[src/rtl/cdb_arbiter_pkg.sv]
`default_nettype none
// +--------------------------------------------------------------------------+
// | Module   : cdb_arbiter_pkg                                               |
// | Brief    : Shared CDB widths, station label constants and helpers.       |
// | Revision : 1.0 - initial release                                         |
// +--------------------------------------------------------------------------+
package cdb_arbiter_pkg;

    localparam int c_N_REQ = 3;
    localparam int c_LW    = 5;
    localparam int c_DW    = 32;

    typedef logic [c_LW-1:0] label_t;

    // Label 0 is reserved as "no tag"; stations are numbered from 1.
    localparam label_t c_NO_TAG = 5'd0;
    localparam label_t c_ADD0   = 5'd1;
    localparam label_t c_ADD1   = 5'd2;
    localparam label_t c_ADD2   = 5'd3;
    localparam label_t c_MULT0  = 5'd4;
    localparam label_t c_MULT1  = 5'd5;
    localparam label_t c_LOAD0  = 5'd6;
    localparam label_t c_LOAD1  = 5'd7;

    function automatic int ptr_width(input int n);
        return (n > 1) ? $clog2(n) : 1;
    endfunction

endpackage
`default_nettype wire

[src/rtl/cdb_arbiter_rr_pick.sv]
`default_nettype none
// +--------------------------------------------------------------------------+
// | Module   : cdb_arbiter_rr_pick                                           |
// | Brief    : Rotate-priority picker: first set bit of elig from ptr up.    |
// | Revision : 1.0 - initial release                                         |
// +--------------------------------------------------------------------------+
module cdb_arbiter_rr_pick
    import cdb_arbiter_pkg::*;
#(
    parameter int N_REQ = c_N_REQ,
    parameter int PW    = ptr_width(c_N_REQ)
) (
    input  logic [N_REQ-1:0] elig,
    input  logic [PW-1:0]    ptr,
    output logic             found,
    output logic [PW-1:0]    idx
);

    function automatic int wrap_pos(input int p, input int k);
        int s;
        s = p + k;
        return (s >= N_REQ) ? s - N_REQ : s;
    endfunction

    always_comb begin
        found = 1'b0;
        idx   = '0;
        // Scan farthest offset first so the nearest eligible index overrides.
        for (int k = N_REQ - 1; k >= 0; k--) begin
            if (elig[wrap_pos(int'(ptr), k)]) begin
                found = 1'b1;
                idx   = PW'(wrap_pos(int'(ptr), k));
            end
        end
    end

endmodule
`default_nettype wire

[src/rtl/cdb_arbiter.sv]
`default_nettype none
// +--------------------------------------------------------------------------+
// | Module   : cdb_arbiter                                                   |
// | Brief    : Round-robin CDB grant with registered broadcast and holdoff.  |
// | Revision : 1.0 - initial release                                         |
// +--------------------------------------------------------------------------+
module cdb_arbiter
    import cdb_arbiter_pkg::*;
#(
    parameter int N_REQ = c_N_REQ,
    parameter int DW    = c_DW,
    parameter int LW    = c_LW
) (
    input  logic                  clk,
    input  logic                  RST,
    input  logic [N_REQ-1:0]      req,
    input  logic [N_REQ*LW-1:0]   req_label,
    input  logic [N_REQ*DW-1:0]   req_data,
    output logic [N_REQ-1:0]      ack,
    output logic                  BCEN,
    output logic [LW-1:0]         BClabel,
    output logic [DW-1:0]         BCdata,
    output logic                  err_label0,
    output logic [15:0]           bc_count
);

    localparam int c_PW = ptr_width(N_REQ);

    logic [N_REQ-1:0] r_ack;
    logic [N_REQ-1:0] r_holdoff;
    logic [c_PW-1:0]  r_ptr;
    logic             r_bcen;
    logic [LW-1:0]    r_bclabel;
    logic [DW-1:0]    r_bcdata;
    logic             r_err_label0;
    logic [15:0]      r_bc_count;

    logic [N_REQ-1:0] w_elig;
    logic [N_REQ-1:0] w_gnt_oh;
    logic             w_found;
    logic [c_PW-1:0]  w_idx;
    logic [c_PW-1:0]  w_ptr_next;
    logic [LW-1:0]    w_gnt_label;
    logic [DW-1:0]    w_gnt_data;

    // The station granted last cycle still shows its stale req this cycle.
    assign w_elig = req & ~r_holdoff;

    cdb_arbiter_rr_pick #(
        .N_REQ (N_REQ),
        .PW    (c_PW)
    ) u_rr_pick (
        .elig  (w_elig),
        .ptr   (r_ptr),
        .found (w_found),
        .idx   (w_idx)
    );

    assign w_gnt_oh    = N_REQ'(1) << w_idx;
    assign w_gnt_label = req_label[w_idx*LW +: LW];
    assign w_gnt_data  = req_data[w_idx*DW +: DW];
    assign w_ptr_next  = (w_idx == c_PW'(N_REQ - 1)) ? '0 : w_idx + 1'b1;

    always_ff @(posedge clk) begin
        if (RST) begin
            r_ack        <= '0;
            r_holdoff    <= '0;
            r_ptr        <= '0;
            r_bcen       <= 1'b0;
            r_bclabel    <= '0;
            r_bcdata     <= '0;
            r_err_label0 <= 1'b0;
            r_bc_count   <= '0;
        end else if (w_found) begin
            r_ack     <= w_gnt_oh;
            r_holdoff <= w_gnt_oh;
            r_ptr     <= w_ptr_next;
            if (w_gnt_label != LW'(c_NO_TAG)) begin
                r_bcen     <= 1'b1;
                r_bclabel  <= w_gnt_label;
                r_bcdata   <= w_gnt_data;
                r_bc_count <= r_bc_count + 16'd1;
            end else begin
                // Untagged result: acknowledge so the station frees, but never broadcast.
                r_bcen       <= 1'b0;
                r_bclabel    <= '0;
                r_bcdata     <= '0;
                r_err_label0 <= 1'b1;
            end
        end else begin
            r_ack     <= '0;
            r_holdoff <= '0;
            r_bcen    <= 1'b0;
            r_bclabel <= '0;
            r_bcdata  <= '0;
        end
    end

    assign ack        = r_ack;
    assign BCEN       = r_bcen;
    assign BClabel    = r_bclabel;
    assign BCdata     = r_bcdata;
    assign err_label0 = r_err_label0;
    assign bc_count   = r_bc_count;

endmodule
`default_nettype wire

[config.mk]
export PLATFORM = sky130hd
export DESIGN_NAME = cdb_arbiter
export DESIGN_NICKNAME = d
export VERILOG_FILES = /design/src/rtl/cdb_arbiter_pkg.sv /design/src/rtl/cdb_arbiter_rr_pick.sv /design/src/rtl/cdb_arbiter.sv
export SDC_FILE = /design/constraint.sdc
export NUM_CORES = 1
export LEC_CHECK = 0
export BUFFER_PORTS_ARGS = -buffer_cell sky130_fd_sc_hd__clkbuf_2
export CAP_MARGIN = 20
export CELL_PAD_IN_SITES_DETAIL_PLACEMENT = 0
export CELL_PAD_IN_SITES_GLOBAL_PLACEMENT = 2
export CORE_UTILIZATION = 22
export CTS_BUF_LIST = sky130_fd_sc_hd__clkbuf_16
export CTS_CLUSTER_SIZE = 28
export DETAILED_ROUTE_END_ITERATION = 7
export PLACE_DENSITY_LB_ADDON = 0.1
export SLEW_MARGIN = 20
export SYNTH_ARGS = -nofsm -noshare
export SYNTH_HDL_FRONTEND = slang
export SYNTH_SLANG_ARGS = --single-unit
[constraint.sdc]
create_clock -name clk -period 2.48 [get_ports clk]
set_input_delay 0.496 -clock clk [delete_from_list [all_inputs] [get_ports clk]]
set_output_delay 0.496 -clock clk [all_outputs]
set_load 0.1 [all_outputs]
Yosys cells after proc, flatten, opt, wreduce, memory -nomap -nowiden
Cells that the tools add are included.
{"block": "op_classes", "shifts": 3, "eq_ne": 1, "n_lt_le_gt_ge": 6, "n_mux": 20, "addsub": 7, "mul": 1, "n_bitwise": 4, "reduce_logical": 5}
{"operator": "$lt A32 B4 Y1 const B", "n": 3}
{"operator": "$mux W32", "n": 3}
{"operator": "$shiftx A96 B8 Y32", "n": 1}
{"operator": "$ge A32 B3 Y1 const B", "n": 2}
{"operator": "$sub A32 B3 Y32 const B", "n": 2}
{"operator": "$add A16 B1 Y16 const B", "n": 1}
{"operator": "$shiftx A15 B6 Y5", "n": 1}
{"operator": "$mux W1", "n": 10}
{"operator": "$mux W2", "n": 4}
{"operator": "$bmux W1 S2", "n": 3}
{"operator": "$mul A2 B3 Y5 const B", "n": 1}
{"operator": "$reduce_bool A5 Y1", "n": 1}
{"operator": "$reduce_and A2 Y1", "n": 2}
{"operator": "$add A2 B1 Y3 const B", "n": 1}
{"operator": "$add A2 B2 Y3 const B", "n": 1}
{"operator": "$and A3 B3 Y3", "n": 1}
{"operator": "$not A3 Y3", "n": 1}
{"operator": "$reduce_or A3 Y1", "n": 1}
{"operator": "$shl A1 B2 Y3 const A", "n": 1}
{"operator": "$sub A2 B2 Y3 const B", "n": 1}
{"operator": "$add A2 B1 Y2 const B", "n": 1}
{"operator": "$eq A2 B2 Y1 const B", "n": 1}
{"operator": "$ge A2 B2 Y1 const B", "n": 1}
{"operator": "$not A1 Y1", "n": 2}
{"operator": "$reduce_or A2 Y1", "n": 1}
{"block": "word_totals", "output_inout_bits": 58, "wordCells": 54, "input_bits": 116, "register_bits": 60}

Depth between registers and ports, before layout
Gate-level depths: netlist of run 1.
{"block": "depth", "depth_word": 14, "depth_mapped": 11, "depth_no_buf": 8}

By module
From an unflattened synthesis of run 1, not the netlist that was laid out.
{"block": "hier_totals", "hier_cells": 342, "hier_area_um2": 2954.1}
{"mod": "cdb_arbiter", "instances": 1, "cells_per_inst": 315, "area_per_inst_um2": 2762.6, "seq_area_each_um2": 1201.2}
{"mod": "cdb_arbiter_rr_pick", "instances": 1, "cells_per_inst": 27, "area_per_inst_um2": 191.4, "seq_area_each_um2": 0.0}

Worst setup path before layout of run 1
OpenSTA, ideal clock, no wires.
{"block": "synth_path", "kind": "reg2reg", "start": "register r_holdoff[1]", "end": "register r_bc_count[6] (netlist: bc_count[6])", "synth_period_minus_slack_ps": 2663, "setup_time_ps": 121, "t_arrival_ps": 2542, "stages_incl_launch_ff": 8, "required_time_ps": 2359, "path_buffers": 1, "slack_ps": -183, "path_cell_list": "dfxtp_1 -> nand2b_1 -> a2bb2oi_1 -> and3_1 -> o31ai_4 -> buf_4 -> nor4_1 -> mux2_2"}
{"block": "synth_via", "elab_chain_len": 12, "word_cells_on_any_way": 21, "classes_between": "mul: 1; shift: 1; mux: 15; bitwise: 2; reduce/logical: 2"}
{"element": "from (decl)", "line_no": "cdb_arbiter.sv:30", "source": "logic [N_REQ-1:0] r_holdoff;"}
{"element": "from (signal assigned)", "line_no": "cdb_arbiter.sv:76", "source": "r_holdoff <= w_gnt_oh;"}
{"element": "$not A3 Y3 *", "line_no": "cdb_arbiter.sv:47", "source": "assign w_elig = req & ~r_holdoff;"}
{"element": "$and A3 B3 Y3 *", "line_no": "cdb_arbiter.sv:47"}
{"element": "$bmux W1 S2", "line_no": "cdb_arbiter_rr_pick.sv:30", "source": "if (elig[wrap_pos(int'(ptr), k)]) begin"}
{"element": "$mux W1 (not written as such) (2 in series)", "line_no": "cdb_arbiter_rr_pick.sv:30"}
{"element": "$mux W2 (3 in series)", "line_no": "cdb_arbiter_rr_pick.sv:30"}
{"element": "$mul A2 B3 Y5", "line_no": "cdb_arbiter.sv:60", "source": "assign w_gnt_label = req_label[w_idx*LW +: LW];"}
{"element": "$shiftx A15 B6 Y5", "line_no": "cdb_arbiter.sv:60"}
{"element": "$reduce_bool A5 Y1", "line_no": "cdb_arbiter.sv:78", "source": "if (w_gnt_label != LW'(c_NO_TAG)) begin"}
{"element": "$reduce_and A2 Y1 (no line) *"}
{"element": "to (signal assigned)", "line_no": "cdb_arbiter.sv:82", "source": "r_bc_count <= r_bc_count + 16'd1;"}
{"element": "to (decl)", "line_no": "cdb_arbiter.sv:36", "source": "logic [15:0] r_bc_count;"}
Every way passes the cells marked *; elsewhere a longest branch is shown, timed or not. The select of a mux whose other input is x is not followed.
A chain may end at the register's enable or synchronous reset.

Worst setup path in the final report of run 1
{"block": "layout_path", "start": "register r_ptr[0]", "end": "register r_bc_count[6] (netlist: bc_count[6])"}
{"block": "layout_via", "elab_chain_len": 13, "word_cells_on_any_way": 30, "classes_between": "add/sub: 5; mul: 1; order compare: 3; shift: 1; mux: 18; reduce/logical: 2"}
{"element": "from (decl)", "line_no": "cdb_arbiter.sv:31", "source": "logic [c_PW-1:0] r_ptr;"}
{"element": "from (signal assigned)", "line_no": "cdb_arbiter.sv:77", "source": "r_ptr <= w_ptr_next;"}
{"element": "$add A2 B2 Y3", "line_no": "cdb_arbiter_rr_pick.sv:21", "source": "s = p + k;"}
{"element": "$sub A32 B3 Y32 or $ge A32 B3 Y1 (tied branches)", "line_no": "cdb_arbiter_rr_pick.sv:22", "source": "return (s >= N_REQ) ? s - N_REQ : s;"}
{"element": "$mux W32", "line_no": "cdb_arbiter_rr_pick.sv:22"}
{"element": "$bmux W1 S2", "line_no": "cdb_arbiter_rr_pick.sv:30"}
{"element": "$mux W1 (not written as such) (2 in series)", "line_no": "cdb_arbiter_rr_pick.sv:30"}
{"element": "$mux W2 (3 in series)", "line_no": "cdb_arbiter_rr_pick.sv:30"}
{"element": "$mul A2 B3 Y5", "line_no": "cdb_arbiter.sv:60"}
{"element": "$shiftx A15 B6 Y5", "line_no": "cdb_arbiter.sv:60"}
{"element": "$reduce_bool A5 Y1", "line_no": "cdb_arbiter.sv:78"}
{"element": "$reduce_and A2 Y1 (no line) *"}
Marks and branches as above.

==> results of run 1 <==
-- state kept, by name (all words and copies together), names as in the netlist --
name,cells
r_holdoff,3
r_ptr,2
err_label0,1
BClabel,5
BCEN,1
BCdata,32
bc_count,16
-- per-stage QoR --
step / setup TNS (ns) / hold WS, ns / setup WS [ns] / utilization [%]
floorplan: 0 / 0.454 / 0.0896 / -
global placement: 0 / 0.470 / 0.0521 / 31.9
detailed placement: -0.0176 / 0.475 / -0.0154 / 31.9
CTS: 0 / 0.417 / 0.0208 / 34.2
global route: 0 / 0.450 / 0.00225 / 34.4
finish: 0 / 0.434 / 0.122 / 34.4
-- layout by cell type, fill, tap and decap left out, types with 2 or more instances in the layout --
master / instances
clkbuf_2: 173
dfxtp_1: 55
nor2_1: 48
mux2i_1: 38
a211oi_2: 29
a21oi_1: 17
buf_4: 16
nand2_1: 10
o31ai_1: 9
or4_1: 9
clkbuf_16: 9
inv_1: 8
a211oi_1: 7
buf_12: 7
nand3_1: 6
nand2b_1: 5
nor3_1: 5
dfxtp_2: 5
nor2b_1: 4
nand4_1: 4
and3_1: 3
nand4bb_1: 3
or3_1: 3
clkinv_2: 3
o41ai_1: 2
o211ai_1: 2
mux2_2: 2
o21ai_0: 2
-- metal layers --
metal / global-route usage [%] / share of wire (%) / up-vias
met5: 0 / 0 / -
met1: 17.4 / 44 / 1397
met3: 4.29 / 7.6 / 14
met4: 7.41 / 2.3 / 0
li1: - / - / 1563
met2: 22.1 / 46 / 106
-- what timing repair did --
| action | CTS | global route |
|---|---|---|
| pin swaps | 0 | 4 |
| endpoints found under the setup margin | 5 | 34 |
| gates resized for setup | 5 | 7 |
| cloned | 1 | 0 |
-- logic make-up (layout without fill, tap and decap cells) --
family,after synthesis,after routing
compound gates,78,78
fa+ha+maj,4,4
simple gates,109,109
buf+inv,32,218
mux,40,40
flops,60,60
-- worst max-delay path by stage --
stage,depth (start not counted),end,start
global placement,9,BCdata[28],r_ptr[0]
floorplan,6,bc_count[14],bc_count[3]
finish,8,bc_count[6],r_ptr[0]
CTS,9,BCdata[27],r_ptr[0]
detailed placement,9,bc_count[6],r_ptr[0]
global route,8,BCdata[3],r_ptr[0]
-- where the power goes --
group	switching, mW	internal (mW)	leakage [nW]
clock network	0.420	0.650	0.130
registers	0.117	1.29	0.494
logic	3.41	1.13	1.63
total	3.94	3.07	2.25
-- critical path: cells and delay by family (launching register included) --
kind                     cells  cell delay [ns]
AO/OA/AOI/OAI                2             0.43
multiplexers                 1             0.35
adder cells (fa/ha/maj)      2             0.58
flip-flops                   1             0.33
AND/OR/NAND/NOR              1             0.29
buffers and inverters        2             0.24
-- area by class of cell --
type | count | area (sq um) | share of cell area [%]
clock inverter | 5 | 22.5 | 0.487
tap | 176 | 220 | 4.76
clock buffer | 9 | 225 | 4.87
multi-input combinational | 231 | 1770 | 38.3
inverter | 7 | 26.3 | 0.568
sequential | 60 | 1210 | 26.1
timing repair buffer | 197 | 1150 | 24.9
==> impl_metrics.yaml, run 1 <==
synthesis:
  synth_top_cell_area_share_pct: 38.9
  synth_top_family_by_area: "compound AO/OA/AOI/OAI gates"
  ys_dominant_reg_cell: "dfxtp_1"
  synth_fa_ha_area_share_pct: 1.58
  synth_common_cells: "dfxtp_1 (60), nor2_1 (48), mux2i_1 (38), a211oi_2 (30), a21oi_1 (17)"
  synth_top_area_cell: "dfxtp_1"
  ys_seq_area_share_pct: 38.9
  synth_compound_area_share_pct: 23.1
  synthMuxAreaShare_pct: 13.0
  synthDistinctLibCells: 40
  synthTopCellsByArea: "dfxtp_1 (39%), mux2i_1 (12%), a211oi_2 (12%)"
  yosysMostFrequentCell: "dfxtp_1"
  synthSimpleGateAreaFrac_pct: 17.8
  synth.cell_area_sq_um: 3090
  ys_seq_elements: 60
  synth_warnings: 0
  synth.net_count: 442
  syn_area_per_cell_sq_um: 9.56
  async_reset_ff_share_pct: 0
  synth_edf_count: 0
  syn_inst: 323
  synth-xor-area-share_pct: 0
final_layout:
  antennaDiodeCount: 0
  final_cells: 685
  nNetsFinal: 625
  drive_gt1_share_pct: 50.5
  n_fill_cell: 1446
  final_area_sq_um: 4630
  area_growth_syn_to_layout_pct: 49.8
global_routing:
  antenna_found_initial: 0
  grt_pass1_wl_um: 15300
  grt_max_degree: 31
  grt-ovfl-total: 0
  grt_use_total_pct: 14.1
  grt_pass1_vias: 2819
sta:
  slew_violations: 0
  finalSetupViolations: 0
  finalHoldViolCount: 0
  worstMarginPinSlew_ns: 0.574
  rsz0062_at_grt: "no"
  period_share_pct: 95.1
  relSlewSlack_pct: 61.9
  period_minus_slack_ns: 2.36
  fmax_mhz: 424
  skew_ns: 0.00604
clock_network:
  postCtsSetupRepairBufs: 0
  cts_tree: "built"
  clk-insertion-delay-late_ns: 0.33
  cts_root_buf: "clkbuf_16"
  clock_path_buffers: 2
  h-tree-depth: 3
  clkTransAtPathRegs_ns: 0.05
  numCtsBuffers: 9
  ctsHoldBuffers: 0
  cts_sinks: 60
outcome:
  status: "completed"
place:
  placedCellCount: 670
  numPortBuffers: 173
  gp_congestion: 0.714
  dpl.hpwl_um: 7800
  dpl-instance-area_sq_um: 4300
setup_path:
  r2r_cells: 8
  path_class: "register to register"
  rr_endpoint: "bc_count[6]"
  crit_slowest_cell: "mux2_2"
  worstPathMaxFanout: 30
  regToRegSetupSlack_ns: 0.12
  crit_path_cell_trace: "inv_1, ha_4, maj3_2, o211ai_1, o31ai_4, buf_12, nor4_4, mux2_2"
  required_ns: 2.70
  arrival_ns: 2.57
  max_stage_delay_ns: 0.35
  critPathCaptureType: "register"
  reg2reg_from: "r_ptr[0]"
  setup.worst_path.start_class: "register"
die:
  io_pins: 174
  rows: 42
  dieWidth_um: 120
  initial_core_util_pct: 23.0
  design.die.area_sq_um: 14500
  die_y_um: 120
  core_sq_um: 13500
worst_hold_path:
  hold_class: "input port to register"
  hold_end: "BCdata[0]"
  holdCritStartpoint: "req_data[32]"
  whs_path_depth: 3
route:
  drc: 0
  wirelength_um: 10300
  drt_iter0_drc: 120
  vias: 3080
  ant_nets: 0
  avgViaCountPerCell: 4.50
  dr.pass1.iters: 4
  routedWlPerCell_um: 15.0
power_and_ir_drop:
  leakage_nw: 2.25
  power_mw: 7.01
  power.density_nw_per_um2: 1510
  irDropWorstVdd_mv: 0.560
job:
  drv_cap: 0
No activity file was read; power rests on OpenSTA's default activity.
==> run 2: changes to the inputs <==
--- a/config.mk
+++ b/config.mk
@@ -9,7 +9,7 @@
 export CAP_MARGIN = 20
 export CELL_PAD_IN_SITES_DETAIL_PLACEMENT = 0
 export CELL_PAD_IN_SITES_GLOBAL_PLACEMENT = 2
-export CORE_UTILIZATION = 22
+export CORE_UTILIZATION = 21
 export CTS_BUF_LIST = sky130_fd_sc_hd__clkbuf_16
 export CTS_CLUSTER_SIZE = 28
 export DETAILED_ROUTE_END_ITERATION = 7
@@ -17,4 +17,5 @@
 export SLEW_MARGIN = 20
 export SYNTH_ARGS = -nofsm -noshare
 export SYNTH_HDL_FRONTEND = slang
+export SYNTH_HIERARCHICAL = 1
 export SYNTH_SLANG_ARGS = --single-unit
==> run 2 against run 1 <==
Effect of this change: the flow now finishes with violations (setup timing); sequential share of layout area decreased by 2.3 points; final area up 11%; register-to-register slack lost 0.55 ns; cell count grew 7.7%; critical endpoint is now bc_count[11]; largest cell class unchanged; largest power group unchanged.
==> impl_metrics.yaml, run 2 <==
outcome:
  status: "complete, but fails checks"
  violations: "setup timing"
power_and_ir_drop:
  internal_power_mw: 3.61
  combPwrFrac_pct: 65.3
  seq_power_share_pct: 18.2
  clock_power_share_pct: 16.6
  switching_share_pct: 50.8
  power.density_nw_per_um2: 1430
  switchingPower_mw: 3.73
  power_mw: 7.34
  leakage_nw: 2.32
  irDropWorstVdd_mv: 0.428
clock_network:
  clock_path_buffers: 2
  cts_sinks: 60
  clkTransAtPathRegs_ns: 0.05
  cts_tree: "built"
  cts_root_buf: "clkbuf_16"
  numCtsBuffers: 9
  h-tree-depth: 3
  clk-insertion-delay-late_ns: 0.34
setup_path:
  regToRegSetupSlack_ns: -0.42
  reg2reg_from: "r_ptr[1]"
  crit_slowest_cell: "dfxtp_4"
  critPathCaptureType: "register"
  required_ns: 2.74
  crit_path_cell_trace: "inv_4, ha_4, mux2i_2, o221ai_2, o311ai_4, buf_12, mux2i_4, a2bb2oi_2, and4_4, buf_6, a21oi_4, buf_6, a21bo_2, a21oi_2"
  setup.worst_path.start_class: "register"
  rr_endpoint: "bc_count[11]"
  worstPathMaxFanout: 6
  max_stage_delay_ns: 0.37
  r2r_cells: 14
  arrival_ns: 3.16
  cp_common_cell: "buf_6"
  path_class: "register to register"
synthesis:
  ys_dominant_reg_cell: "dfxtp_1"
  syn_inst: 342
  synth_edf_count: 0
  synthTopCellsByArea: "dfxtp_1 (41%), mux2i_1 (13%), nor2_1 (11%)"
  yosysMostFrequentCell: "nor2_1"
  syn_area_per_cell_sq_um: 8.64
  synth_top_cell_area_share_pct: 40.7
  synth.net_count: 462
  async_reset_ff_share_pct: 0
  synth_top_area_cell: "dfxtp_1"
  ys_seq_area_share_pct: 40.7
  synth_warnings: 6
  synthDistinctLibCells: 41
  ys_seq_elements: 60
  synth.cell_area_sq_um: 2950
  synth_common_cells: "nor2_1 (87), dfxtp_1 (60), mux2i_1 (39), a21oi_1 (38), xnor2_1 (13)"
worst_hold_path:
  holdCritStartpoint: "req_data[72]"
  hold_class: "input port to register"
  hold_end: "BCdata[8]"
  whs_path_depth: 3
final_layout:
  final_cell_mix: "clkbuf_2 (173), nor2_1 (64), dfxtp_1 (55)"
  post-route-util_pct: 37.9
  drive_gt1_share_pct: 55.2
  nNetsFinal: 675
  final_area_sq_um: 5120
  largest_reg_flops: 32
  area_growth_syn_to_layout_pct: 73.5
  final_common_cell: "clkbuf_2"
  n_fill_cell: 1410
route:
  ant_nets: 0
  avgViaCountPerCell: 4.35
  drc: 0
  drt_iter0_drc: 69
  wirelength_um: 11200
  routedWlPerCell_um: 15.1
  dr.pass1.iters: 4
  vias: 3208
sta:
  period_minus_slack_ns: 2.90
  finalHoldViolCount: 0
  slew_violations: 0
  period_share_pct: 117
  relSlewSlack_pct: 61.8
  skew_ns: 0.00888
  fmax_mhz: 344
  finalSetupViolations: 51
  rsz0062_at_grt: "yes"
  worstMarginPinSlew_ns: 0.576
  timing.final.ws_setup_ns: -0.424
die:
  initial_core_util_pct: 21.9
  dieWidth_um: 121
  design.die.area_sq_um: 14500
  rows: 42
  die_y_um: 121
  io_pins: 174
  core_sq_um: 13500
place:
  gp_congestion: 0.755
  dpl.hpwl_um: 7760
  pre_cts_ws_ns: -0.662
  dpl-instance-area_sq_um: 4290
  numPortBuffers: 173
global_routing:
  grt_max_degree: 34
  grtUsageMet1_pct: 17.3
  use_met2_pct: 25.1
  grt_pass1_vias: 3162
  grt_pass1_wl_um: 16700
  antenna_found_initial: 3
  grt-busiest-layer: "met2"
  grt_use_total_pct: 15.3
  grt-ovfl-total: 0
  grt_util_met3_pct: 6.37
job:
  drv_cap: 0
==> run 2: cell types whose count changed in the layout (fill, tap and decap cells not counted), moves of 5 or more <==
| cell | change |
|---|---|
| dfxtp_4 | +5 |
| xnor2_1 | +13 |
| o31ai_1 | -9 |
| a21oi_1 | +14 |
| nor2_2 | +20 |
| a2111oi_4 | +5 |
| nor2_1 | +16 |
| buf_4 | +18 |
| a211oi_1 | -6 |
| dfxtp_2 | -5 |
| a21oi_2 | +6 |
| or4_1 | -9 |
| buf_6 | +11 |
| a211oi_2 | -27 |
==> run 2: timing repair <==
item,in CTS,in global routing
gates cloned,3,2
pin swaps,13,36
resized for setup,25,53
endpoints found under the setup margin,50,51
setup buffers,9,7
hold buffers,0,0
==> run 2: worst max-delay path by stage <==
stage	from	end	slack (ns)	depth (start not counted)
global placement	req[1]	bc_count[15]	-0.57	14
global route	r_ptr[1]	bc_count[4]	-0.54	14
detailed placement	req[2]	bc_count[11]	-0.66	15
finish	r_ptr[1]	bc_count[11]	-0.42	14
CTS	r_ptr[0]	bc_count[13]	-0.31	15
floorplan	r_ptr[1]	BCdata[0]	-0.26	17
==> run 2: cell families after synthesis <==
logic type	after synthesis	synth area share, %
AND/OR/NAND/NOR	127	18.7
AO/OA/AOI/OAI	67	16.4
flip-flops	60	40.7
multiplexers	39	13.2
buffers and inverters	32	5.46
XOR/XNOR	13	3.85
adder cells (fa/ha/maj)	4	1.69
==> run 2: final cells by class <==
class	count	area, sq um	area share [%]
Clock buffer	9	225	4.39
Timing Repair Buffer	226	1430	27.9
Tap cell	176	220	4.30
Sequential cell	60	1220	23.8
Inverter	8	32.5	0.635
Antenna cell	2	5.00	0.0977
Multi-Input combinational cell	250	1940	37.8
Clock inverter	7	57.6	1.12
==> run 2: critical path: cells and delay by family (launching register included) <==
| kind | cells | cell delay [ns] |
|---|---|---|
| buf+inv | 4 | 0.50 |
| fa+ha+maj | 1 | 0.13 |
| flops | 1 | 0.37 |
| mux | 2 | 0.45 |
| simple gates | 1 | 0.27 |
| compound gates | 6 | 1.10 |
==> run 2: metal layers <==
layer	wire length, um	up-vias
met5	12	-
met4	204	2
met3	943	17
met2	5530	119
met1	4490	1456
li1	-	1614
==> run 2: power groups by stage <==
stage	sequential [mW]	combinational [mW]	clock, mW
detailed placement	1.35	3.99	0
global route	1.36	5.07	1.28
global placement	1.35	4.00	0
floorplan	2.88	1.52	0
CTS	1.34	4.46	1.26
finish	1.33	4.79	1.21
==> run 2: metrics by stage <==
step	instances	hold WS [ns]	setup TNS [ns]
detailed placement	700	0.486	-29.84
global route	736	0.409	-23.70
finish	738	0.403	-18.39
floorplan	342	0.461	-11.74
global placement	700	0.482	-26.22
CTS	728	0.378	-12.34
==> run 3: changes to the inputs <==
--- a/config.mk
+++ b/config.mk
@@ -5,14 +5,14 @@
 export SDC_FILE = /design/constraint.sdc
 export NUM_CORES = 1
 export LEC_CHECK = 0
-export BUFFER_PORTS_ARGS = -buffer_cell sky130_fd_sc_hd__clkbuf_2
 export CAP_MARGIN = 20
-export CELL_PAD_IN_SITES_DETAIL_PLACEMENT = 0
+export CELL_PAD_IN_SITES_DETAIL_PLACEMENT = 1
 export CELL_PAD_IN_SITES_GLOBAL_PLACEMENT = 2
-export CORE_UTILIZATION = 21
+export CORE_UTILIZATION = 30
 export CTS_BUF_LIST = sky130_fd_sc_hd__clkbuf_16
 export CTS_CLUSTER_SIZE = 28
 export DETAILED_ROUTE_END_ITERATION = 7
+export DONT_BUFFER_PORTS = 1
 export PLACE_DENSITY_LB_ADDON = 0.1
 export SLEW_MARGIN = 20
 export SYNTH_ARGS = -nofsm -noshare
==> run 3 against run 2 <==
Effect of this change: the flow still finishes with violations (setup timing); final area is 13% lower; sequential share of layout area is 3.5 points higher; sequential power hardly changed; via count is 14% lower; cell count is 24% lower; setup slack better by 0.12 ns; register-to-register slack better by 0.12 ns; critical path type unchanged.
==> impl_metrics.yaml, run 3 (same netlist as run 2, synthesis figures left out) <==
outcome:
  status: "complete, but fails checks"
  violations: "setup timing"
clock_network:
  clkTransAtPathRegs_ns: 0.05
  cts_root_buf: "clkbuf_16"
  ctsHoldBuffers: 0
  clk-insertion-delay-late_ns: 0.32
  h-tree-depth: 3
  cts_sinks: 60
  clock_path_buffers: 2
  cts_tree: "built"
  numCtsBuffers: 9
worst_hold_path:
  whs_path_depth: 1
  hold_class: "input port to register"
  hold_end: "bc_count[11]"
  holdCritStartpoint: "RST"
job:
  drv_cap: 0
sta:
  skew_ns: 0.00564
  setup_tns_ns: -13.12
  finalSetupViolations: 50
  worstMarginPinSlew_ns: 0.544
  slew_violations: 0
  period_share_pct: 112
  fmax_mhz: 359
  timing.final.ws_setup_ns: -0.304
  finalHoldViolCount: 0
  period_minus_slack_ns: 2.78
  rsz0062_at_grt: "yes"
  relSlewSlack_pct: 63.7
die:
  io_pins: 174
  dieWidth_um: 101
  design.die.area_sq_um: 10200
  rows: 35
  initial_core_util_pct: 31.5
  die_y_um: 101
  core_sq_um: 9370
route:
  avgViaCountPerCell: 4.91
  dr.pass1.iters: 4
  drc: 0
  drt_iter0_drc: 64
  routedWlPerCell_um: 16.6
  vias: 2767
  wirelength_um: 9330
  ant_nets: 0
global_routing:
  antenna_found_initial: 0
  grt_use_total_pct: 17.9
  grt-ovfl-total: 0
  grt_pass1_wl_um: 13900
  grt_max_degree: 34
  grt_pass1_vias: 2775
setup_path:
  arrival_ns: 3.04
  setup.worst_path.start_class: "register"
  critPathCaptureType: "register"
  crit_path_cell_trace: "inv_4, ha_4, mux2i_2, o221ai_2, o311ai_4, buf_12, mux2i_4, a2bb2oi_2, and4_4, a21oi_4, buf_12, a21bo_4, a21oi_2"
  required_ns: 2.73
  max_stage_delay_ns: 0.36
  path_class: "register to register"
  rr_endpoint: "bc_count[15]"
  crit_slowest_cell: "dfxtp_4"
  reg2reg_from: "r_ptr[1]"
  cp_top_family: "compound AO/OA/AOI/OAI gates"
  regToRegSetupSlack_ns: -0.30
  r2r_cells: 13
  critPathBufInv: 3
  worstPathMaxFanout: 6
  cp_common_cell: "buf_12"
final_layout:
  final_common_cell: "buf_4"
  largest_reg_flops: 32
  post-route-util_pct: 47.7
  antennaDiodeCount: 0
  nNetsFinal: 549
  drive_gt1_share_pct: 40.1
  area_growth_syn_to_layout_pct: 51.3
  final_cell_mix: "buf_4 (86), nor2_1 (68), dfxtp_1 (55)"
place:
  dpl.hpwl_um: 7030
  gp_congestion: 0.740
  numPortBuffers: 0
power_and_ir_drop:
  power.density_nw_per_um2: 1560
  power_mw: 6.96
  leakage_nw: 1.82
  irDropWorstVdd_mv: 0.745
[run 3: cell types whose count changed in the layout (fill, tap and decap cells not counted), moves of 3 or more]
cell,before,now
nor2_1,64,68
buf_4,34,86
clkbuf_2,173,0
inv_1,5,8
buf_6,11,5
mux2i_4,4,1
nor2_2,20,15
[run 3: worst reg2reg max path: stages, from the launching register on]
cell	delay (ns)
dfxtp_4	0.36
inv_4	0.06
ha_4	0.14
mux2i_2	0.22
o221ai_2	0.16
o311ai_4	0.34
buf_12	0.18
mux2i_4	0.23
a2bb2oi_2	0.19
and4_4	0.27
a21oi_4	0.08
buf_12	0.16
a21bo_4	0.21
a21oi_2	0.11
[run 3: power breakdown]
group / total [mW] / switching (mW) / internal (mW)
sequential: 1.31 / 0.0928 / 1.22
combinational: 4.58 / 3.03 / 1.55
clock: 1.06 / 0.412 / 0.652
total: 6.96 / 3.54 / 3.42
[run 3: worst max path at each step]
stage	from	end	slack (ns)	cells past startpoint
floorplan	r_ptr[1]	BCdata[0]	-0.26	17
detailed placement	r_ptr[0]	bc_count[9]	-0.62	13
finish	r_ptr[1]	bc_count[15]	-0.30	13
global route	r_ptr[1]	BCdata[22]	-0.42	13
CTS	r_ptr[1]	BCdata[4]	-0.33	13
global placement	r_ptr[0]	bc_count[9]	-0.60	13
[run 3: stage by stage]
stage,hold slack (ns),std cells,area (sq um),setup slack (ns)
after global routing,0.221,563,4470,-0.419
after floorplan,0.461,342,3050,-0.263
after detailed placement,0.481,536,3810,-0.617
after CTS,0.222,556,4240,-0.328
final,0.234,563,4470,-0.304
after global placement,0.467,536,3810,-0.597
[run 3: repair_timing]
action	CTS	global route
hold endpoints to repair	0	0
resized for setup	25	40
endpoints found under the setup margin	50	50
gates cloned	0	3
pin swaps	11	12
setup buffers	5	4
[run 3: final cells by class]
type	count	area [sq um]
Timing Repair Buffer	100	892
Clock inverter	7	28.8
Multi-Input combinational cell	250	1910
Tap cell	129	161
Fill cell	1099	4900
Inverter	8	35.0
Clock buffer	9	225
Sequential cell	60	1220
[run 3: layer usage]
layer | share of wire (%) | vias to the layer above | GRT usage [%]
li1 | - | 1354 | -
met1 | 40 | 1291 | 20.6
met2 | 51 | 107 | 30.3
met3 | 6.6 | 15 | 5.59
met4 | 1.9 | 0 | 8.14
met5 | 0 | - | 0
